==> src/rtl/register_file_param.sv <==
`default_nettype none
// ============================================================================
//  Module   : register_file_param
//  Purpose  : 2**N x M register file, two async read ports, one sync write
//             port; top entry aliases the PC (R15). A clear sweep runs after
//             every reset with BUSY high. Optional REGFILE_BYPASS_EN macro
//             enables same-cycle write-through forwarding on both read ports.
//  Revision : 1.0  initial release
// ============================================================================
module register_file_param #(
    parameter int            N           = 4,
    parameter int            M           = 32,
    parameter logic [M-1:0]  CLEAR_VALUE = '0
) (
    input  logic         clk,
    input  logic         reset,
    input  logic         WE3,
    input  logic [N-1:0] A1,
    input  logic [N-1:0] A2,
    input  logic [N-1:0] A3,
    input  logic [M-1:0] WD3,
    input  logic [M-1:0] R15,
    output logic [M-1:0] RD1,
    output logic [M-1:0] RD2,
    output logic         BUSY
);

    localparam int           c_DEPTH  = 2 ** N;
    localparam logic [N-1:0] c_LAST   = N'(c_DEPTH - 1);
    localparam logic [N-1:0] c_FINAL  = N'(c_DEPTH - 2);
    localparam logic [N-1:0] c_ONE    = N'(1);

    typedef enum logic [0:0] {
        S_CLEAR = 1'b0,
        S_READY = 1'b1
    } state_t;

    state_t         r_state;
    logic [N-1:0]   r_clr_idx;
    logic           r_busy;
    logic [M-1:0]   r_mem [c_DEPTH];

    logic           w_wr_en;

    assign w_wr_en = (r_state == S_READY) && WE3 && (A3 != c_LAST);
    assign BUSY    = r_busy;

    // Sweep sequencer: clears entries 0..DEPTH-2, the PC alias is never stored.
    always_ff @(posedge clk or posedge reset) begin
        if (reset) begin
            r_state   <= S_CLEAR;
            r_clr_idx <= '0;
            r_busy    <= 1'b1;
        end else begin
            case (r_state)
                S_CLEAR: begin
                    if (r_clr_idx == c_FINAL) begin
                        r_state <= S_READY;
                        r_busy  <= 1'b0;
                    end else begin
                        r_clr_idx <= r_clr_idx + c_ONE;
                    end
                end
                S_READY: begin
                    r_state <= S_READY;
                end
                default: begin
                    r_state   <= S_CLEAR;
                    r_clr_idx <= '0;
                    r_busy    <= 1'b1;
                end
            endcase
        end
    end

    // Storage has no reset of its own; the sweep owns initialisation.
    always_ff @(posedge clk) begin
        if (r_state == S_CLEAR) begin
            r_mem[r_clr_idx] <= CLEAR_VALUE;
        end else if (w_wr_en) begin
            r_mem[A3] <= WD3;
        end
    end

    always_comb begin
        RD1 = r_mem[A1];
        RD2 = r_mem[A2];
`ifdef REGFILE_BYPASS_EN
        if (w_wr_en && (A3 == A1)) begin
            RD1 = WD3;
        end
        if (w_wr_en && (A3 == A2)) begin
            RD2 = WD3;
        end
`endif
        if (A1 == c_LAST) begin
            RD1 = R15;
        end
        if (A2 == c_LAST) begin
            RD2 = R15;
        end
    end

endmodule
`default_nettype wire

==> config.mk <==
export PLATFORM = sky130hd
export DESIGN_NAME = register_file_param
export DESIGN_NICKNAME = d
export VERILOG_FILES = /design/src/rtl/register_file_param.sv
export SDC_FILE = /design/constraint.sdc
export NUM_CORES = 1
export LEC_CHECK = 0
export CORE_MARGIN = 3
export CORE_UTILIZATION = 35
export CTS_CLUSTER_SIZE = 20
export DETAILED_ROUTE_END_ITERATION = 12
export DONT_BUFFER_PORTS = 1
export PLACE_DENSITY_LB_ADDON = 0.08
export SLEW_MARGIN = 30
export SYNTH_ARGS = -nofsm -noshare
export SYNTH_HDL_FRONTEND = slang
export SYNTH_SLANG_ARGS = --single-unit
==> constraint.sdc <==
create_clock -name clk -period 4.2 [get_ports clk]
set_input_delay 0.42 -clock clk [delete_from_list [all_inputs] [get_ports clk]]
set_output_delay 0.42 -clock clk [all_outputs]
set_load 0.005 [all_outputs]
[After elaboration in Yosys (flattened, before gate mapping)]
Memories as Yosys holds them, arrays and structs flattened.
Index checks and enable logic that the tools add are counted.
Storage, ports and cells
  bits in registers: 6
  RAM bits: 512
  word-level logic and storage cells: 27
  memories kept: 1
Cells by class
  add/subtract/negate cells: 1
  eq/ne operators: 4
  muxes and demuxes: 11
  bitwise gates (word level): 2
  reduce and logical (&&, ||, !) cells: 5
Memories
  r_mem: depth 16, bits a word 32, rd ports 2, clocked after Yosys merged registers in 0, wr ports 1, RTL line 41  | logic [M-1:0] r_mem [c_DEPTH];
Operators by type and width (number)
  2-to-1 mux 32 bit: 3
  OR reduction 32 bit: 1
  equality test 4 bit, second input constant: 3
  2-to-1 mux 1 bit: 6
  adder 4 x 1 -> 4 bit, second input constant: 1
  2-to-1 mux 4 bit: 1
  != test 4 bit, second input constant: 1
  AND reduction 2 bit: 2
  logical AND 1 bit: 2
  inverter 1 bit: 2
  one-hot mux 1 bit (2 select lines): 1

[Logic depth before layout (Yosys ltp)]
  depth after elaboration: 7
  gate-level depth with buffers: 8
  gate-level depth less buffers: 5

[Least setup slack after synthesis]
OpenSTA, ideal clock, no wires.
  kind: flip-flop to flip-flop
  start: register r_state
  end: memory r_mem[7][0], enable pin
  setup time: 0.421 ns
  arrival time: 2.605 ns
  setup slack: 1.174 ns
  cell stages (with the launch flop): 6
  path buffers: 1
  period minus slack after synthesis: 3.026 ns
  cells stage by stage: dfrtp_1 > clkbuf_1 > nand2_1 > o21bai_1 > mux2_2 > nor2_1
On the way
  word-level cells in the longest chain between the ends: 7
Ends and longest elaborated chain
  start: declaration: RTL line 38  | state_t r_state;
  start signal: assignment: RTL line 51  | r_state <= S_CLEAR;
  start signal: assignment: RTL line 58  | r_state <= S_READY;
  start signal: assignment: RTL line 65  | r_state <= S_READY;
  logical AND 1 bit (2 in a row): RTL line 45  | assign w_wr_en = (r_state == S_READY) && WE3 && (A3 != c_LAST);
  2-to-1 mux 1 bit: RTL line 80  | end else if (w_wr_en) begin
  2-to-1 mux 1 bit: RTL line 78  | if (r_state == S_CLEAR) begin
  2-to-1 mux 1 bit (not written as such): RTL line 81  | r_mem[A3] <= WD3;
  OR reduction 32 bit (no source line)
  2-to-1 mux 4 bit (no source line) / 2-to-1 mux 1 bit (equally long branches)
  end: declaration: RTL line 41
Parallel ways exist; a longest one is shown, timed or not.

[Worst setup path in the final report]
  start: register r_state
  end: memory r_mem[4][18], enable pin
Same word-level chain as after synthesis.

==> results.md <==
- Run status: completed
- Clock root buffer: clkbuf_16
- Clock transition at path regs: 0.06 ns
- Detailed Route WL: 76.70 mm
- Post-CTS resize count: 0
- Top achievable clock speed: 351.8 MHz
- Synthesized instance count: 1496
- Switching Fraction: 0.2204
- FF-to-FF path depth: 5
- Crit-path slowest cell: nor2_4
- Final min period: 2.842 ns
- Max-Cap Viols: 0
- Initial antenna violation count: 5
- Die Span Y: 270.0 um
- Post-synth top flop: edfxtp_1
- Vias in the first global route: 15086
- Starting density of the core: 0.3543
- Synth async-reset ratio: 0.01161
- Number of synthesized register bits: 517
- Drt drc: 0
- Die span in x: 270.0 um
- R2R setup slack: 1.36 ns
- CP peak stage delay: 0.71 ns
- Layout cell share with drive strength beyond 1: 0.2306
- Post-layout net count: 1563
- Crit path launch: r_state
- Detail Placement HPWL: 45.05 mm
- GRT overflow: 0
- Slew margin rel.: 0.3269
- CP Cell Sequence: nand2_1 -> o21bai_1 -> a31oi_1 -> nor2_4 -> buf_4
- Setup TNS: 0 ns
- Post-route cell area: 0.02742 sq mm
- Iteration-0 DRC count of the detailed router: 1023
- Total number of vias: 14232
- Worst R2R End: r_mem[4][18]
- Largest net degree at the start of global routing: 223
- Antenna viol nets, final: 0
- All-Layer GR Usage: 0.2081
- GPL Wtd Cong: 0.7713
- Total core area: 0.06883 sq mm
- Port bufs: 0
- Clock network latency to the later pin of the worst-skew pair: 0.62 ns
- Yosys cell types: 39
- Power Internal: 8.798 mW
- Postcts setup bufs: 0
- Least-Margin Pin Slew: 1.010 ns
- Final Max Tran Viols: 0
- Area delta synth->final: 12.42%
- CP Max Fanout: 17
- Syn_area_per_cell: 16.30 sq um
- Cts hold-fix bufs: 1
- Met3 Wirelength: 4.140 mm
- WS Path Type: flop to flop
- Main combinational cell family by area after synthesis: multiplexers
- Leak Pwr: 9.429 nW
- Combinational share of power: 0.057
- RSZ-0062 raised after global routing: false
- Global-route wire length before repair: 110.3 mm
- Clock Sinks: 517
- PD cells: 411.6 mW/mm^2
- Final WS setup: 1.358 ns
- WL/cell: 31.11 um
- Final setup fails: 0
- Simple-gate portion of the synthesized area: 0.05033
- Mapped cell area: 0.02439 sq mm
- Worst Skew: 0.01891 ns
- Post-synthesis mux area share: 0.2145
- Ys Warns: 0
- Top routing layer in use: met5
- DR pass1 iterations: 5
- Placed Area: 0.02556 sq mm
- IO Pins: 144
- Final hold violation count: 0
- Crit path DAT: 3.12 ns
- Num CTS Buffers: 58
- Sw Pwr: 2.487 mW
- Total power: 11.29 mW
- Peak supply drop: 302.4 uV
- Met1 WL: 33.12 mm
- Clk buf depth: 3
- DR vias/cell: 5.774
- DR WL met2: 37.83 mm
- CTS tree: built
- Clk pwr share: 0.436
- Xor/xnor share of the synthesized area: 0.001077
- Reg-to-reg critical path startpoint: r_state
- Post-place setup slack: 1.338 ns
- Num rows: 96
- Utilization after layout: 0.3983
- Hold WC Path Type: input port to asynchronous set/reset pin
- Final period utilization: 0.6767
- H-tree depth: 2
- Synth Area in Adders: 0.001026
- WP data required: 4.48 ns
- Sequential power share: 0.507
- Mapped Nets: 1577
- Worst setup SP type: flop
- Sequential-to-total area share from yosys stat: 0.6354
- Die footprint: 0.07288 sq mm
- Crit path to: r_mem[4][18]
- Critical path capture point type: flop
- EDFF count, synth: 511
- Synth Area in Compound Gates: 0.07341
## critical path, delay by kind of cell (launching register included)
family	cells	cell delay (ns)
DFF	1	0.46
AOI/OAI and AO/OA	2	0.65
and+or+nand+nor	2	0.96
buffers and inverters	1	0.43
## metal layers
layer  vias up  track usage
li1       6137            -
met1      7597       0.2775
met2       398       0.3526
met3        96      0.03891
met4         4      0.04996
met5         -            0
## layout by cell type, fill, tap and decap left out, types with 30 or more instances in the layout
cell type | netlist | final
o22ai_1 | 31 | 31
nor3_1 | 33 | 33
o22a_1 | 30 | 30
edfxtp_1 | 511 | 511
buf_4 | 16 | 43
o221ai_1 | 61 | 61
mux4_2 | 135 | 135
mux2_2 | 31 | 31
a22oi_1 | 31 | 31
and2_1 | 33 | 33
or3b_2 | 33 | 33
nor2_1 | 113 | 96
mux2i_1 | 184 | 184
o21ai_0 | 32 | 32
a21oi_1 | 66 | 66
clkbuf_16 | 0 | 59
## cell usage after synthesis (32+ instances only)
master / n / area (sq um)
mux4_2: 135 / 3040
a21oi_1: 66 / 330.3
or3b_2: 33 / 289.0
and2_1: 33 / 206.5
nor3_1: 33 / 165.2
nor2_1: 113 / 424.2
o21ai_0: 32 / 160.2
clkbuf_1: 61 / 229.0
edfxtp_1: 511 / 15340
o221ai_1: 61 / 534.3
buf_2: 35 / 175.2
mux2i_1: 184 / 1842
## cells by family (layout without fill, tap and decap cells)
logic type	count (synthesis)	after routing
DFF	517	517
muxes	350	350
AOI/OAI and AO/OA	262	262
and+or+nand+nor	236	236
buffers and inverters	126	161
xor gates and xnor gates	3	3
adders and majority gates	2	2
other	0	3
## worst min path at each step
stage	from	endpoint	slack [ns]	cells after the start
final	reset	r_clr_idx[1]	0.17	2
after floorplan	reset	r_clr_idx[0]	0.21	1
after global routing	reset	r_state	0.17	2
after global placement	reset	r_state	0.23	1
after CTS	reset	r_clr_idx[1]	0.13	2
after detailed placement	reset	r_state	0.24	1
## final cells by class
| cell class | count | area [sq um] |
|---|---|---|
| antenna | 3 | 7.507 |
| tap | 931 | 1165 |
| timing repair buffer | 48 | 410.4 |
| fill | 6236 | 41410 |
| sequential | 517 | 15500 |
| clock inverter | 34 | 291.5 |
| inverter | 4 | 15.01 |
| multi-input combinational | 853 | 8494 |
| clock buffer | 75 | 1536 |
## flip-flops by register name (all words and copies together) (netlist names)
name	cells
BUSY	1
r_clr_idx	4
r_mem	511
r_state	1
## stage by stage
| step | std cells | hold slack, ns |
|---|---|---|
| floorplan | 1496 | 0.2102 |
| global placement | 2348 | 0.2346 |
| detailed placement | 2352 | 0.2376 |
| CTS | 2462 | 0.1342 |
| global route | 2463 | 0.1700 |
| finish | 2465 | 0.1698 |
## power by group through the flow
stage / clock [mW] / combinational (mW) / sequential (mW)
2_1_floorplan: 0 / 0.546 / 5.82
3_3_place_gp: 0 / 0.649 / 5.83
3_5_place_dp: 0 / 0.655 / 5.83
4_1_cts: 5.04 / 0.657 / 5.72
5_1_grt: 5.25 / 0.692 / 5.72
6_report: 4.92 / 0.647 / 5.72
Note: power is estimated with default switching activity, not from simulation.
